--- src/rtl/bt_uart_pkg.sv ---
// Shared types and constants for the 8N1 UART transmitter feeding the HC-05 rx pin.
package bt_uart_pkg;

  typedef enum logic [1:0] {
    ST_IDLE  = 2'd0,
    ST_START = 2'd1,
    ST_DATA  = 2'd2,
    ST_STOP  = 2'd3
  } tx_state_t;

  localparam int DATA_BITS = 8;
  localparam int STOP_BITS = 1;

  // Truncating divide; callers must keep the result >= 2.
  function automatic int calc_clks_per_bit(input int clk_hz, input int baud);
    return clk_hz / baud;
  endfunction

endpackage

--- src/rtl/bt_sync_fifo.sv ---
// Single-clock first-word-fall-through FIFO; power-of-two depth, sync active-low reset.
module bt_sync_fifo #(
  parameter int WIDTH = 8,
  parameter int DEPTH = 4,
  localparam int AW = $clog2(DEPTH),
  localparam int CW = $clog2(DEPTH + 1)
) (
  input  logic             clk,
  input  logic             rst_n,
  input  logic             push,
  input  logic [WIDTH-1:0] din,
  input  logic             pop,
  output logic [WIDTH-1:0] dout,
  output logic             full,
  output logic             empty,
  output logic [CW-1:0]    count
);

  logic [WIDTH-1:0] mem [DEPTH];
  logic [AW-1:0]    wr_ptr;
  logic [AW-1:0]    rd_ptr;
  logic             do_push;
  logic             do_pop;

  assign full    = (count == CW'(DEPTH));
  assign empty   = (count == '0);
  assign do_push = push && !full;
  assign do_pop  = pop && !empty;
  assign dout    = mem[rd_ptr];

  // Pointers wrap naturally because DEPTH is a power of two.
  always_ff @(posedge clk) begin
    if (!rst_n) begin
      wr_ptr <= '0;
      rd_ptr <= '0;
      count  <= '0;
    end else begin
      if (do_push) wr_ptr <= wr_ptr + 1'b1;
      if (do_pop)  rd_ptr <= rd_ptr + 1'b1;
      case ({do_push, do_pop})
        2'b10:   count <= count + 1'b1;
        2'b01:   count <= count - 1'b1;
        default: count <= count;
      endcase
    end
  end

  always_ff @(posedge clk) begin
    if (do_push) mem[wr_ptr] <= din;
  end

endmodule

--- src/rtl/bt_uart_tx.sv ---
// UART 8N1 transmitter with input FIFO; serialises bytes onto tx LSB first.
//   state | meaning
//   IDLE  | line high, waiting for a queued byte
//   START | start bit (low) for one bit period
//   DATA  | eight data bits, LSB first
//   STOP  | stop bit (high); chains straight into START if a byte is queued
module bt_uart_tx
  import bt_uart_pkg::*;
#(
  parameter int CLK_HZ     = 100_000_000,
  parameter int BAUD       = 9600,
  parameter int FIFO_DEPTH = 4
) (
  input  logic                               clk,
  input  logic                               rst_n,
  input  logic [7:0]                         din,
  input  logic                               din_valid,
  output logic                               din_ready,
  output logic                               tx,
  output logic                               busy,
  output logic [$clog2(FIFO_DEPTH+1)-1:0]    fifo_count
);

  localparam int CLKS_PER_BIT = calc_clks_per_bit(CLK_HZ, BAUD);
  localparam int CNT_W        = (CLKS_PER_BIT > 1) ? $clog2(CLKS_PER_BIT) : 1;

  tx_state_t        state;
  logic [CNT_W-1:0] baud_cnt;
  logic [2:0]       bit_idx;
  logic [7:0]       shreg;

  logic             fifo_full;
  logic             fifo_empty;
  logic [7:0]       fifo_dout;
  logic             fifo_push;
  logic             fifo_pop;
  logic             baud_wrap;

  assign baud_wrap = (baud_cnt == CNT_W'(CLKS_PER_BIT - 1));
  assign din_ready = !fifo_full;
  assign fifo_push = din_valid && din_ready;
  // Pop only where the FSM consumes a byte: leaving IDLE, or the STOP wrap.
  assign fifo_pop  = !fifo_empty &&
                     ((state == ST_IDLE) || ((state == ST_STOP) && baud_wrap));
  assign busy      = (state != ST_IDLE) || !fifo_empty;

  bt_sync_fifo #(
    .WIDTH (8),
    .DEPTH (FIFO_DEPTH)
  ) u_fifo (
    .clk   (clk),
    .rst_n (rst_n),
    .push  (fifo_push),
    .din   (din),
    .pop   (fifo_pop),
    .dout  (fifo_dout),
    .full  (fifo_full),
    .empty (fifo_empty),
    .count (fifo_count)
  );

  always_ff @(posedge clk) begin
    if (!rst_n) begin
      state    <= ST_IDLE;
      baud_cnt <= '0;
      bit_idx  <= '0;
      shreg    <= '0;
      tx       <= 1'b1;
    end else begin
      case (state)
        ST_IDLE: begin
          tx       <= 1'b1;
          baud_cnt <= '0;
          bit_idx  <= '0;
          if (!fifo_empty) begin
            shreg <= fifo_dout;
            tx    <= 1'b0;
            state <= ST_START;
          end
        end
        ST_START: begin
          if (baud_wrap) begin
            baud_cnt <= '0;
            bit_idx  <= '0;
            tx       <= shreg[0];
            state    <= ST_DATA;
          end else begin
            baud_cnt <= baud_cnt + 1'b1;
          end
        end
        ST_DATA: begin
          if (baud_wrap) begin
            baud_cnt <= '0;
            shreg    <= {1'b0, shreg[7:1]};
            if (bit_idx == 3'(DATA_BITS - 1)) begin
              tx    <= 1'b1;
              state <= ST_STOP;
            end else begin
              tx      <= shreg[1];
              bit_idx <= bit_idx + 1'b1;
            end
          end else begin
            baud_cnt <= baud_cnt + 1'b1;
          end
        end
        ST_STOP: begin
          if (baud_wrap) begin
            baud_cnt <= '0;
            bit_idx  <= '0;
            if (!fifo_empty) begin
              shreg <= fifo_dout;
              tx    <= 1'b0;
              state <= ST_START;
            end else begin
              tx    <= 1'b1;
              state <= ST_IDLE;
            end
          end else begin
            baud_cnt <= baud_cnt + 1'b1;
          end
        end
        default: begin
          tx    <= 1'b1;
          state <= ST_IDLE;
        end
      endcase
    end
  end

endmodule
--- config.mk ---
export PLATFORM = sky130hd
export DESIGN_NAME = bt_uart_tx
export DESIGN_NICKNAME = d
export VERILOG_FILES = /design/src/rtl/bt_uart_pkg.sv /design/src/rtl/bt_sync_fifo.sv /design/src/rtl/bt_uart_tx.sv
export SDC_FILE = /design/constraint.sdc
export NUM_CORES = 1
export LEC_CHECK = 0
export CAP_MARGIN = 15
export CORE_MARGIN = 2
export CORE_UTILIZATION = 55
export CTS_BUF_LIST = sky130_fd_sc_hd__clkbuf_8
export DETAILED_ROUTE_END_ITERATION = 10
export PLACE_DENSITY = 0.74
export SLEW_MARGIN = 20
export SYNTH_ARGS = -nofsm -noshare
export SYNTH_HDL_FRONTEND = slang
export SYNTH_HIERARCHICAL = 1
export SYNTH_SLANG_ARGS = --single-unit
--- constraint.sdc ---
create_clock -name clk -period 3.6 [get_ports clk]
set_input_delay 0.72 -clock clk [delete_from_list [all_inputs] [get_ports clk]]
set_output_delay 0.72 -clock clk [all_outputs]
set_load 0.03 [all_outputs]
## After elaboration in Yosys (flattened, before gate mapping)

Memory sizes are Yosys's and may differ from the RTL's. A register that Yosys moved wholly into a read port is not among the register bits.
Index checks and enable logic that the tools add are counted.

| word-level totals | value |
|---|---|
| word-level logic and storage cells | 78 |
| RAM bits | 32 |
| register bits after elaboration | 35 |
| memories kept | 1 |
| input bits | 11 |

Memories:

| name | depth | width | read ports | clocked after memory_dff | write ports | RTL line | source |
|---|---|---|---|---|---|---|---|
| u_fifo.mem | 4 | 8 | 1 | 1 | 1 | bt_sync_fifo.sv:19 | `logic [WIDTH-1:0] mem [DEPTH];` |

| cells by class | value |
|---|---|
| add/subtract/negate cells | 6 |
| muxes and demuxes | 28 |
| equal/unequal tests | 15 |
| reduce and logical (&&, ||, !) cells | 20 |

Operators by type and width:

| cell | count |
|---|---|
| one-hot mux 14 bit (2 select lines) | 1 |
| two-way mux 8 bit | 3 |
| one-hot mux 8 bit (3 select lines) | 1 |
| adder 14 x 1 -> 14 bit (second input constant) | 1 |
| equality test 14 bit (second input constant) | 1 |
| two-way mux 14 bit | 1 |
| two-way mux 2 bit | 7 |
| != test 2 bit (second input constant) | 6 |
| two-way mux 3 bit | 3 |
| one-hot mux 3 bit (3 select lines) | 1 |
| AND reduction 3 bit | 3 |
| two-way mux 1 bit | 8 |
| one-hot mux 2 bit (4 select lines) | 1 |
| adder 3 x 1 -> 3 bit (second input constant) | 2 |
| equality test 2 bit (second input constant) | 3 |
| equality test 3 bit (second input constant) | 2 |
| one-hot mux 3 bit (2 select lines) | 1 |
| logical AND 1 bit | 5 |
| AND reduction 5 bit | 1 |
| adder 2 x 1 -> 2 bit (second input constant) | 2 |
| equality test 2 x 1 -> 1 bit (second input constant) | 2 |
| one-hot mux 1 bit (4 select lines) | 1 |
| nonzero test 2 bit | 2 |
| logical NOT 3 bit | 1 |
| other kinds (8) | 10 |

## Logic depth before layout (Yosys ltp)

Gate-level depths: netlist of the first run.

| depth | value |
|---|---|
| depth after elaboration | 7 |
| gate-level depth with buffers | 14 |

## Modules after synthesis

Netlist of the first run, hierarchy kept.

Modules (own cells, without submodules):

| module | instances | area an instance (um2) | sequential area each (um2) | cells an instance |
|---|---|---|---|---|
| bt_sync_fifo | 1 | 1,644.1 | 1,141.1 | 96 |
| bt_uart_tx | 1 | 1,530.2 | 560.5 | 164 |

## Worst setup path before layout of the first run

OpenSTA, ideal clock, no wires.

| path | value |
|---|---|
| kind | reg-to-reg |
| start point | register baud_cnt[0] |
| end point | register u_fifo.count[2] |
| clock period less this slack | 2.837 ns |
| setup slack | 0.763 ns |
| library setup time | 0.070 ns |
| stages on the path, launching flop included | 15 |
| path buffers | 2 |
| data arrival time | 2.767 ns |
| cells stage by stage | dfxtp_1 > ha_1 > and4_1 > buf_6 > and4_2 > buf_2 > a21oi_1 > nor2_1 > nor2b_1 > ha_1 > inv_1 > fa_1 > xor2_1 > or3_1 > a21boi_1 |

| on the way | value |
|---|---|
| longest elaborated chain between the ends | 7 |

RTL lines:

| element | RTL line | source |
|---|---|---|
| from (decl) | bt_uart_tx.sv:28 | `logic [CNT_W-1:0] baud_cnt;` |
| from (signal assigned) | bt_uart_tx.sv:88 | `baud_cnt <= baud_cnt + 1'b1;` |
| from (signal assigned) | bt_uart_tx.sv:103 | `baud_cnt <= baud_cnt + 1'b1;` |
| from (signal assigned) | bt_uart_tx.sv:119 | `baud_cnt <= baud_cnt + 1'b1;` |
| equality test 14 bit * | bt_uart_tx.sv:39 | `assign baud_wrap = (baud_cnt == CNT_W'(CLKS_PER_BIT - 1));` |
| logical AND 1 bit * | bt_uart_tx.sv:44 | `((state == ST_IDLE) \|\| ((state == ST_STOP) && baud_wrap));` |
| logical OR 1 bit * | bt_uart_tx.sv:44 |  |
| logical AND 1 bit * | bt_uart_tx.sv:43 | `assign fifo_pop = !fifo_empty &&` |
| via fifo_pop | bt_uart_tx.sv:36 | `logic fifo_pop;` |
| logical AND 1 bit * | bt_sync_fifo.sv:28 | `assign do_pop = pop && !empty;` |
| via u_fifo.do_pop | bt_sync_fifo.sv:23 | `logic do_pop;` |
| equality test 2 x 1 -> 1 bit or equality test 2 bit (tied branches) | bt_sync_fifo.sv:40 | `case ({do_push, do_pop})` |
| one-hot mux 3 bit (2 select lines) or nonzero test 2 bit (tied branches) | - |  |
| to (signal assigned) | bt_sync_fifo.sv:41 | `2'b10: count <= count + 1'b1;` |
| to (signal assigned) | bt_sync_fifo.sv:42 | `2'b01: count <= count - 1'b1;` |
| to (signal assigned) | bt_sync_fifo.sv:43 | `default: count <= count;` |
| to (decl) | bt_sync_fifo.sv:16 | `output logic [CW-1:0] count` |

The timed path passes the listed nets; every way through them passes the cells marked *.
A chain may end at the register's enable or synchronous reset.

## Worst setup path in the final report of the first run

Ends and elaborated chain as after synthesis.

==> results of run 1 <==
layer usage:
layer | global-route usage (%) | vias to the layer above
li1 | - | 997
met1 | 24.5 | 967
met2 | 27.3 | 34
met3 | 3.73 | 9
met4 | 11.9 | 0
met5 | 0 | -
cell usage after synthesis (8+ instances only):
cell      instances  area (um^2)
dfxtp_1          37          741
edfxtp_1         32          961
nand2_1          22         82.6
nor2_1           16         60.1
ha_1             14          175
inv_1            13         48.8
mux2i_1          11          110
mux4_2            8          180
o21ai_0           8         40.0
how the worst min path moves through the flow:
stage                                   to                    from
finish               shreg[7]$_SDFFE_PN0P_   shreg[7]$_SDFFE_PN0P_
detailed placement   shreg[7]$_SDFFE_PN0P_   shreg[7]$_SDFFE_PN0P_
CTS                  shreg[7]$_SDFFE_PN0P_   shreg[7]$_SDFFE_PN0P_
global route         shreg[7]$_SDFFE_PN0P_   shreg[7]$_SDFFE_PN0P_
floorplan           baud_cnt[0]$_SDFF_PP0_  baud_cnt[0]$_SDFF_PP0_
global placement    baud_cnt[0]$_SDFF_PP0_  baud_cnt[0]$_SDFF_PP0_
placed cells by master (no fill, tap or decap), types with 8 or more instances in the layout:
cell type | Yosys | final
clkbuf_8 | 0 | 9
clkdlybuf4s50_1 | 0 | 16
dfxtp_1 | 37 | 37
edfxtp_1 | 32 | 32
ha_1 | 14 | 14
inv_1 | 13 | 13
mux2i_1 | 11 | 11
mux4_2 | 8 | 8
nand2_1 | 22 | 22
nor2_1 | 16 | 16
o21ai_0 | 8 | 8
stage by stage:
| stage | std cells | hold WS [ns] | utilization, % |
|---|---|---|---|
| after floorplan | 260 | 0.430 | - |
| after global placement | 339 | 0.445 | 60.9 |
| after detailed placement | 339 | 0.456 | 60.9 |
| after CTS | 355 | 0.467 | 64.6 |
| after global routing | 355 | 0.495 | 64.6 |
| final | 355 | 0.461 | 64.6 |
flip-flops by register name, summed over array words and instances (netlist names), 2 cells and up, named ones only:
| register | count |
|---|---|
| state | 2 |
| bit_idx | 3 |
| shreg | 8 |
| u_fifo/wr_ptr | 2 |
| u_fifo/count | 3 |
| baud_cnt | 14 |
| u_fifo/mem | 32 |
| u_fifo/rd_ptr | 2 |
worst reg2reg max path: cells and delay by family, from the launching register on:
family,cells,cell delay (ns)
AND/OR/NAND/NOR,5,1.51
adder cells (fa/ha/maj),3,0.80
flip-flops,1,0.38
AO/OA/AOI/OAI,2,0.23
XOR/XNOR,1,0.16
buffers and inverters,1,0.06
area by class of cell:
class	instances	area share, %
clock inverters	7	2.34
inverters	14	1.47
clock buffers	9	3.46
multi-input cells	167	38.0
repair buffers	17	4.68
well taps	72	2.52
flip-flops and latches	69	47.5
power breakdown:
group	internal, mW	total, mW	switching [mW]
clock	0.330	0.647	0.316
sequential	0.955	1.05	0.0991
combinational	0.418	0.907	0.489
total	1.70	2.61	0.904
logic make-up after synthesis:
kind of cell | Yosys count | synth area share, %
muxes | 19 | 9.14
AOI/OAI and AO/OA | 40 | 9.34
DFF | 69 | 53.6
xor gates and xnor gates | 12 | 3.31
and+or+nand+nor | 81 | 14.9
adders and majority gates | 15 | 6.15
buffers and inverters | 24 | 3.51
==> key figures, run 1 <==
Outcome
  – Status: finished clean

GRT
  – First-pass GRT wire length: 8800 um
  – Vias in the first global route: 1900
  – GR Util All Layers: 18.4%
  – Largest net degree at the start of global routing: 32
  – Total global routing overflow: 0
  – Antenna violations before repair: 0

Setup path
  – Worst path cell trace: ha_1 -> and4_1 -> and4_2 -> a21oi_1 -> nor2_1 -> nor2b_1 -> ha_1 -> inv_1 -> fa_1 -> xor2_1 -> or3_1 -> a21boi_1
  – R2R Setup Slk: ~0.4 ns
  – Req. time, crit path: between 3 and 4 ns
  – Crit Path Max Fanout: 9
  – Slowest CP cell: and4_2
  – Launch point of the worst reg-to-reg path: baud_cnt[0]$_SDFF_PP0_
  – Worst reg2reg path endpoint: u_fifo/count[2]$_SDFFE_PN0P_
  – CP Launch Type: flop
  – Crit. Startpoint: baud_cnt[0]$_SDFF_PP0_
  – Critical Path End: u_fifo/count[2]$_SDFFE_PN0P_
  – Max incr delay on CP: around 0.40 ns
  – Setup CP Type: reg -> reg
  – CP endpoint kind: flop
  – CP top delay family: simple AND/OR/NAND/NOR gates
  – WP buf/inv: 1
  – Worst endpoint data arrival time: between 3 and 4 ns
  – R2r worst-path depth: 12
  – Critical path's most frequent cell: ha_1
  – Crit path depth: 12

Finish
  – FF/Latch Area: 0.00170 mm^2
  – Area Growth Syn to Fin: 12.8%
  – Ant diodes: 0
  – Nets@finish: roughly 300
  – Multi-input gate area: approximately 0.0014 mm^2
  – Share of layout cells above drive strength 1: between 10% and 20%
  – Post-route cell area: between 0.003 and 0.004 mm^2
  – Fillers: between 400 and 500

Die
  – Die W: between 70 and 80 um
  – I/O pin cnt: 17
  – Site Rows: 27
  – Starting Density: a little under three fifths
  – Die H: about 80 um
  – DIE AREA: 0.00640 mm^2
  – Core area: roughly 0.0055 mm^2

Clock tree
  – Hold buffer count at cts: 0
  – CTS Sinks: 69
  – # resized after CTS: 0
  – Root buf cell: clkbuf_8
  – Setup bufs post-CTS: 0
  – Skew-Pair Late Insertion Delay: about 0.35 ns
  – Htree depth: 3
  – CTS tree: yes
  – CTS buffer count: 9
  – CTS clk-pin slew, worst paths: ~0.080 ns
  – Clk buf depth: 2

Routing
  – Via density: 5.65
  – Post-DRT Antenna Nets: 0
  – DR iter-0 viols: 91
  – First-pass iteration count of the detailed router: 4
  – Routed wire length on met2: approximately 2500 um
  – DRC Markers: 0
  – Wire per inst: around 15 um
  – Met1 wire length: 2620 um
  – Top Layer Used: met4
  – Routed Wire Length: roughly 5300 um
  – Met3 wire length: between 100 and 150 um
  – Via count: 2007

Flow run
  – Maxcap violations: 0

Placed design
  – GPL Wtd Cong: approximately 0.74
  – Placed wire-length estimate: 3690 um
  – Port bufs: 16
  – DP Worst Slack: roughly 0.46 ns
  – Area post-placement: between 0.003 and 0.004 mm^2

Yosys
  – Netlist cell types: 52
  – Predominant post-synthesis flop cell: dfxtp_1
  – Post-synth EDFFs: 32
  – Register area share after synthesis: 53.6%
  – Post-synthesis cell count: 260
  – Syn_nets: around 290
  – Yosys warning total: 6
  – Post-synth ARST share: 0%
  – #FFs+latches synth: between 60 and 70
  – Post-Syn Area: around 0.0032 mm^2
  – Syn_area_per_cell: 12.2 um^2

Power
  – Pwr/cell area: 728 mW/mm^2
  – Leakage: ~1.3 nW
  – Power Total: around 2.6 mW
  – Largest vdd supply drop: roughly 0.45 mV

Timing
  – Slew of the pin with the lowest slew margin: around 0.59 ns
  – Period utilization: roughly nine tenths
  – Max-slew violation count: 0
  – Setup ws final: 0.395 ns
  – RSZ-0062 raised after global routing: false
  – Setup violators final: 0
  – Worst clock skew: about 0.0083 ns
  – Peak Freq: 312 MHz
  – Final min period: ~3.2 ns
  – Setup TNS after final layout: 0 ns
  – Final Hold Viols: 0
  – Slew HR: between 60% and 70%

Hold path
  – Hold Path Cell Cnt: 2
  – Hold Path Class: reg -> reg
No activity file was read; power rests on OpenSTA's default activity.
==> run 2: changes to the inputs <==
--- a/config.mk
+++ b/config.mk
@@ -5,6 +5,7 @@
 export SDC_FILE = /design/constraint.sdc
 export NUM_CORES = 1
 export LEC_CHECK = 0
+export ABC_AREA = 1
 export CAP_MARGIN = 15
 export CORE_MARGIN = 2
 export CORE_UTILIZATION = 55
==> constraint.sdc (replaced) <==
create_clock -name clk -period 3.6 [get_ports clk]
set_input_delay 0.72 -clock clk [delete_from_list [all_inputs] [get_ports clk]]
set_output_delay 0.72 -clock clk [all_outputs]
set_load 0.005 [all_outputs]
==> run 2 against run 1 <==
Total power rose by 6.5%; clock power fell by 7.6%; worst setup slack improved by 0.68 ns; global-route usage rose by 4.0 points; sequential cell count did not move; critical endpoint is now busy; combinational power rose by 20%; sequential power rose by 4%; cell count rose by 28%.
==> key figures, run 2 <==
Outcome
  – Status: finished clean

Power
  – Pwr/cell area: 769 mW/mm^2
  – Leakage: about 1.4 nW
  – Largest vdd supply drop: 0.468 mV

Hold path
  – Hold Path End: baud_cnt[0]$_SDFF_PP0_
  – Hold Path Class: reg -> reg
  – Hold_sp: baud_cnt[0]$_SDFF_PP0_
  – Hold Path Cell Cnt: 1

Timing
  – Final Hold Viols: 0
  – Final min period: between 2 and 3 ns
  – Worst clock skew: a little over 0.007 ns
  – Worst hold slack: approximately 0.45 ns
  – Setup violators final: 0
  – Max-slew violation count: 0
  – Peak Freq: a little under 400 MHz
  – Period utilization: 70.1%
  – Slew of the pin with the lowest slew margin: between 0.6 and 0.7 ns
  – RSZ-0062 raised after global routing: false
  – Setup TNS after final layout: 0 ns
  – Slew HR: 54.1%

Yosys
  – Post-synthesis cell count: ~350
  – Yosys warning total: 6
  – Register area share after synthesis: between 50% and 60%
  – Most frequent cells after synthesis: nor2_1, nand2_1, inv_1
  – Leading post-synthesis cells by cell area: edfxtp_1, dfxtp_1, nor2_1
  – Netlist cell types: 36
  – Post-Syn Area: between 0.003 and 0.004 mm^2
  – Syn_area_per_cell: between 9 and 10 um^2
  – Post-synth top area share: 29.8%
  – Post-synth ARST share: 0%
  – Predominant post-synthesis flop cell: dfxtp_1
  – #FFs+latches synth: 69
  – Syn_nets: 380
  – Top-count cell post-synth: nor2_1
  – Post-synth EDFFs: 32
  – Top cell type by total area after synthesis: edfxtp_1

Setup path
  – Max incr delay on CP: roughly 0.47 ns
  – Crit Path Max Fanout: 7
  – Crit. Startpoint: u_fifo/count[0]$_SDFFE_PN0P_
  – R2R Setup Slk: 1.10 ns
  – Slowest CP cell: clkdlybuf4s50_1
  – Setup CP Type: reg -> out
  – Worst endpoint data arrival time: 1.80 ns
  – CP top delay family: buffers and inverters
  – Worst reg2reg path endpoint: u_fifo/count[2]$_SDFFE_PN0P_
  – WP buf/inv: 3
  – Critical path's most frequent cell: inv_1
  – CP Launch Type: flop
  – CP endpoint kind: primary output
  – R2r worst-path depth: 14
  – Req. time, crit path: ~2.9 ns
  – Worst path cell trace: inv_1 -> nand3_1 -> inv_1 -> nand2_1 -> clkdlybuf4s50_1
  – Launch point of the worst reg-to-reg path: baud_cnt[0]$_SDFF_PP0_

Placed design
  – Placed wire-length estimate: roughly 4700 um
  – Port bufs: 16
  – GPL Wtd Cong: around 0.84
  – Area post-placement: around 0.0034 mm^2

Finish
  – Most common cell after layout, fill and taps aside: nor2_1
  – Share of layout cells above drive strength 1: 7.87%
  – Final Util: about two thirds
  – Post-route cell area: 0.00361 mm^2
  – Most frequent cells in the layout: nor2_1, nand2_1, inv_1, dfxtp_1, edfxtp_1
  – Area Growth Syn to Fin: 12.1%
  – Top Registers: u_fifo/mem: 32 flops, baud_cnt: 14 flops, shreg: 8 flops
  – Fillers: 496
  – Nets@finish: between 400 and 500
  – Max reg flops: 32
  – Ant diodes: 0
  – Top reg by flops: u_fifo/mem

Routing
  – Via count: approximately 2.4k
  – Wire per inst: between 10 and 15 um
  – Post-DRT Antenna Nets: 0
  – DR iter-0 viols: approximately 270
  – Via density: approximately 5.3
  – DRC Markers: 0
  – Routed Wire Length: 6570 um
  – First-pass iteration count of the detailed router: 5

Clock tree
  – Root buf cell: clkbuf_8
  – CTS Sinks: 69
  – Hold buffer count at cts: 0
  – CTS clk-pin slew, worst paths: around 0.070 ns
  – Skew-Pair Late Insertion Delay: between 0.3 and 0.4 ns
  – Htree depth: 3
  – Setup bufs post-CTS: 0
  – # resized after CTS: 0
  – CTS tree: yes
  – CTS buffer count: 9
  – Clk buf depth: 2

GRT
  – Vias in the first global route: 2287
  – Largest net degree at the start of global routing: 20
  – Met3 Track Usage GR: between 5 and 6%
  – Most Used Layer, Global Route: met2
  – First-pass GRT wire length: around 11000 um
  – Met2 Track Usage GR: between 30% and 40%
  – Met1 Use GR: 30.5%
  – Antenna violations before repair: 0
  – GR Util All Layers: between 20% and 30%
  – Total global routing overflow: 0

Die
  – DIE AREA: 0.00648 mm^2
  – Starting Density: between 50% and 60%
  – I/O pin cnt: 17
  – Site Rows: 27
  – Die W: between 80 and 90 um
  – Die H: slightly above 80 um
  – Core area: 0.00557 mm^2

Flow run
  – Maxcap violations: 0
-- run 2: worst max path at each step --
stage | end | slack (ns) | cells past startpoint
final | busy | 1.08 | 5
after global routing | u_fifo/count[2]$_SDFFE_PN0P_ | 0.83 | 15
after CTS | busy | 1.08 | 5
after detailed placement | u_fifo/count[2]$_SDFFE_PN0P_ | 0.96 | 13
after global placement | u_fifo/count[1]$_SDFFE_PN0P_ | 1.01 | 8
after floorplan | u_fifo/count[2]$_SDFFE_PN0P_ | 1.46 | 16
-- run 2: where the power goes --
part,internal (mW),switching (mW)
clock,0.327,0.271
combinational,0.429,0.662
sequential,0.977,0.110
-- run 2: routing by layer --
layer | share of wire, % | vias to the layer above
met5 | 0 | -
met4 | 1.8 | 0
met3 | 4.8 | 13
met2 | 45 | 70
met1 | 48 | 1088
li1 | - | 1223
-- run 2: metrics by stage --
| step | worst slack (ns) | cells | power (mW) |
|---|---|---|---|
| floorplan | 1.46 | 354 | 1.92 |
| global placement | 1.01 | 437 | 2.13 |
| detailed placement | 0.959 | 437 | 2.18 |
| CTS | 1.08 | 453 | 2.79 |
| global route | 0.830 | 453 | 2.99 |
| finish | 1.08 | 453 | 2.78 |
-- run 2: cell type report --
class | instances | area, um^2 | area share [%]
sequential | 69 | 1700 | 47.1
clock buffer | 10 | 138 | 3.81
multi-input combinational | 237 | 1300 | 36.1
clock inverter | 6 | 48.8 | 1.35
tap | 72 | 90.1 | 2.50
inverter | 41 | 154 | 4.26
timing repair buffer | 18 | 175 | 4.85
-- run 2: kinds of logic (layout without fill, tap and decap cells) --
kind of cell / Yosys count / in the layout / share of synthesized area (%)
AO/OA/AOI/OAI: 59 / 59 / 9.87
buffers and inverters: 48 / 75 / 6.68
flip-flops: 69 / 69 / 52.9
multiplexers: 7 / 7 / 2.18
XOR/XNOR: 3 / 3 / 0.816
AND/OR/NAND/NOR: 153 / 153 / 21.5
adder cells (fa/ha/maj): 15 / 15 / 6.06
==> run 3: changes to the inputs <==
--- a/config.mk
+++ b/config.mk
@@ -11,7 +11,7 @@
 export CORE_UTILIZATION = 55
 export CTS_BUF_LIST = sky130_fd_sc_hd__clkbuf_8
 export DETAILED_ROUTE_END_ITERATION = 10
-export PLACE_DENSITY = 0.74
+export PLACE_DENSITY = 0.77
 export SLEW_MARGIN = 20
 export SYNTH_ARGS = -nofsm -noshare
 export SYNTH_HDL_FRONTEND = slang
==> constraint.sdc (replaced) <==
create_clock -name clk -period 2.2 [get_ports clk]
set_input_delay 0.44 -clock clk [delete_from_list [all_inputs] [get_ports clk]]
set_output_delay 0.44 -clock clk [all_outputs]
set_load 0.005 [all_outputs]
==> run 3 against run 2 <==
Sequential power up 61%; worst setup slack worse by 1.0 ns; via count up 2.7%; combinational power up 83%; utilization up 3.8 points; first-iteration DRC count down 55%; highest routed layer unchanged.
==> key figures, run 3 (same netlist as run 2, synthesis figures left out) <==
GRT
  – Antenna violations before repair: 0
  – GR Util All Layers: between 20% and 30%
  – Vias in the first global route: between 2k and 2.5k
  – Most Used Layer, Global Route: met2
  – Met3 Track Usage GR: under 10%
  – Met2 Track Usage GR: 34.3%
  – Largest net degree at the start of global routing: 19
  – Met1 Use GR: between 20% and 30%
  – Total global routing overflow: 0
  – First-pass GRT wire length: a little over 10000 um

Hold path
  – Hold Path Cell Cnt: 2
  – Hold Path Class: reg -> reg
  – Hold Path End: baud_cnt[12]$_SDFF_PP0_
  – Hold_sp: baud_cnt[12]$_SDFF_PP0_

Timing
  – Period utilization: 97.8%
  – Setup ws final: just under 0.05 ns
  – Max-slew violation count: 0
  – Slew of the pin with the lowest slew margin: approximately 0.46 ns
  – Setup violators final: 0
  – Final Hold Viols: 0
  – Worst clock skew: roughly 0.0069 ns
  – Peak Freq: ~460 MHz
  – Worst hold slack: about 0.47 ns
  – Final min period: 2.15 ns
  – Slew HR: between 60% and 70%
  – RSZ-0062 raised after global routing: true
  – Setup TNS after final layout: 0 ns

Finish
  – Most frequent cells in the layout: nor2_1, nand2_1, inv_1, dfxtp_1, edfxtp_1
  – Share of layout cells above drive strength 1: roughly 17%
  – Fillers: between 400 and 500
  – Nets@finish: between 400 and 500
  – Top reg by flops: u_fifo/mem
  – Most common cell after layout, fill and taps aside: nor2_1
  – Post-route cell area: between 0.003 and 0.004 mm^2
  – Top Registers: u_fifo/mem: 32 flops, baud_cnt: 14 flops, shreg: 8 flops
  – Final Util: between 60 and 70%
  – Area Growth Syn to Fin: 18.8%
  – Max reg flops: 32
  – Non-Filler Instances: around 470
  – Ant diodes: 0

Setup path
  – CP Launch Type: flop
  – R2R Setup Slk: about 0.05 ns
  – Worst reg2reg path endpoint: u_fifo/count[2]$_SDFFE_PN0P_
  – Worst endpoint data arrival time: ~2.4 ns
  – Setup CP Type: reg -> reg
  – Req. time, crit path: 2.48 ns
  – R2r worst-path depth: 15
  – Launch point of the worst reg-to-reg path: baud_cnt[0]$_SDFF_PP0_
  – CP endpoint kind: flop
  – Crit Path Max Fanout: 2

Routing
  – Wire per inst: approximately 13 um
  – DRC Markers: 0
  – Via count: approximately 2.5k
  – Routed Wire Length: between 6000 and 7000 um
  – Post-DRT Antenna Nets: 0
  – First-pass iteration count of the detailed router: 4
  – Via density: 5.20
  – DR iter-0 viols: 120

Die
  – DIE AREA: about 0.0065 mm^2
  – Die H: about 81 um
  – I/O pin cnt: 17
  – Die W: between 80 and 90 um
  – Starting Density: 57.8%
  – Core area: around 0.0056 mm^2
  – Site Rows: 27

Placed design
  – Area post-placement: approximately 0.0035 mm^2
  – Port bufs: 16
  – DP Worst Slack: -0.0752 ns
  – GPL Wtd Cong: between 0.8 and 0.9
  – Placed wire-length estimate: roughly 4100 um
  – Placed Cells: ~450

Power
  – Power Total: approximately 4.8 mW
  – Leakage: ~1.5 nW
  – Pwr/cell area: around 1200 mW/mm^2
  – Largest vdd supply drop: about 0.73 mV

Clock tree
  – CTS buffer count: 9
  – Skew-Pair Late Insertion Delay: between 0.3 and 0.4 ns
  – CTS tree: yes
  – Root buf cell: clkbuf_8
  – Clk buf depth: 2
  – Htree depth: 3
  – CTS clk-pin slew, worst paths: 0.08 ns
  – CTS Sinks: 69
  – Hold buffer count at cts: 0

Flow run
  – Maxcap violations: 0

Outcome
  – Status: finished clean
-- run 3: cell types whose count changed in the layout (fill, tap and decap cells not counted), moves of 2 or more --
| cell | before | now |
|---|---|---|
| buf_4 | 2 | 22 |
| clkinv_1 | 2 | 0 |
| inv_2 | 3 | 5 |
| dfxtp_2 | 0 | 5 |
| inv_1 | 41 | 36 |
| ha_1 | 14 | 12 |
| clkinv_2 | 0 | 2 |
| dfxtp_1 | 37 | 32 |
| inv_6 | 0 | 2 |
| nand3_1 | 29 | 27 |
-- run 3: area by class of cell --
type | instances | area [um^2] | share of cell area [%]
inverters | 41 | 154 | 4.02
multi-input cells | 237 | 1350 | 35.3
flip-flops and latches | 69 | 1710 | 44.7
clock inverters | 7 | 73.8 | 1.93
well taps | 72 | 90.1 | 2.36
clock buffers | 9 | 124 | 3.24
repair buffers | 38 | 325 | 8.51
-- run 3: critical path: stages, from the launching register on --
cell	delay, ns
dfxtp_2	0.36
ha_4	0.15
nand3_4	0.07
nor2_4	0.12
nand3_2	0.09
a21oi_2	0.15
inv_1	0.06
nor2_2	0.12
ha_2	0.19
inv_1	0.07
fa_2	0.34
nand2_1	0.11
nand3_1	0.08
nand2_1	0.06
inv_1	0.03
nor2_1	0.09
-- run 3: worst max path at each step --
stage                                      start                      endpoint  slack, ns  cells after the start
after global routing      baud_cnt[0]$_SDFF_PP0_  u_fifo/count[2]$_SDFFE_PN0P_      -0.09                     15
after global placement    baud_cnt[0]$_SDFF_PP0_  u_fifo/count[2]$_SDFFE_PN0P_       0.04                     16
after CTS                 baud_cnt[0]$_SDFF_PP0_  u_fifo/count[2]$_SDFFE_PN0P_      -0.02                     15
after detailed placement  baud_cnt[0]$_SDFF_PP0_  u_fifo/count[2]$_SDFFE_PN0P_      -0.08                     16
after floorplan           baud_cnt[0]$_SDFF_PP0_  u_fifo/count[2]$_SDFFE_PN0P_       0.06                     16
final                     baud_cnt[0]$_SDFF_PP0_  u_fifo/count[2]$_SDFFE_PN0P_       0.05                     15
-- run 3: per-layer routing --
metal | share of wire [%] | vias to the layer above
met5 | 0 | -
met1 | 47 | 1136
met3 | 3.5 | 11
met4 | 1.5 | 0
li1 | - | 1267
met2 | 48 | 45
-- run 3: timing repair --
action / in CTS / in global routing
buffers inserted: 2 / 3
gates resized for setup: 5 / 12
setup endpoints to repair: 2 / 4
pin swaps: 3 / 4
-- run 3: where the power goes --
part / leakage (nW) / switching (mW) / internal [mW]
Clock: 0.100 / 0.490 / 0.529
Sequential: 0.598 / 0.149 / 1.60
Combinational: 0.803 / 1.14 / 0.854
Total: 1.50 / 1.77 / 2.98
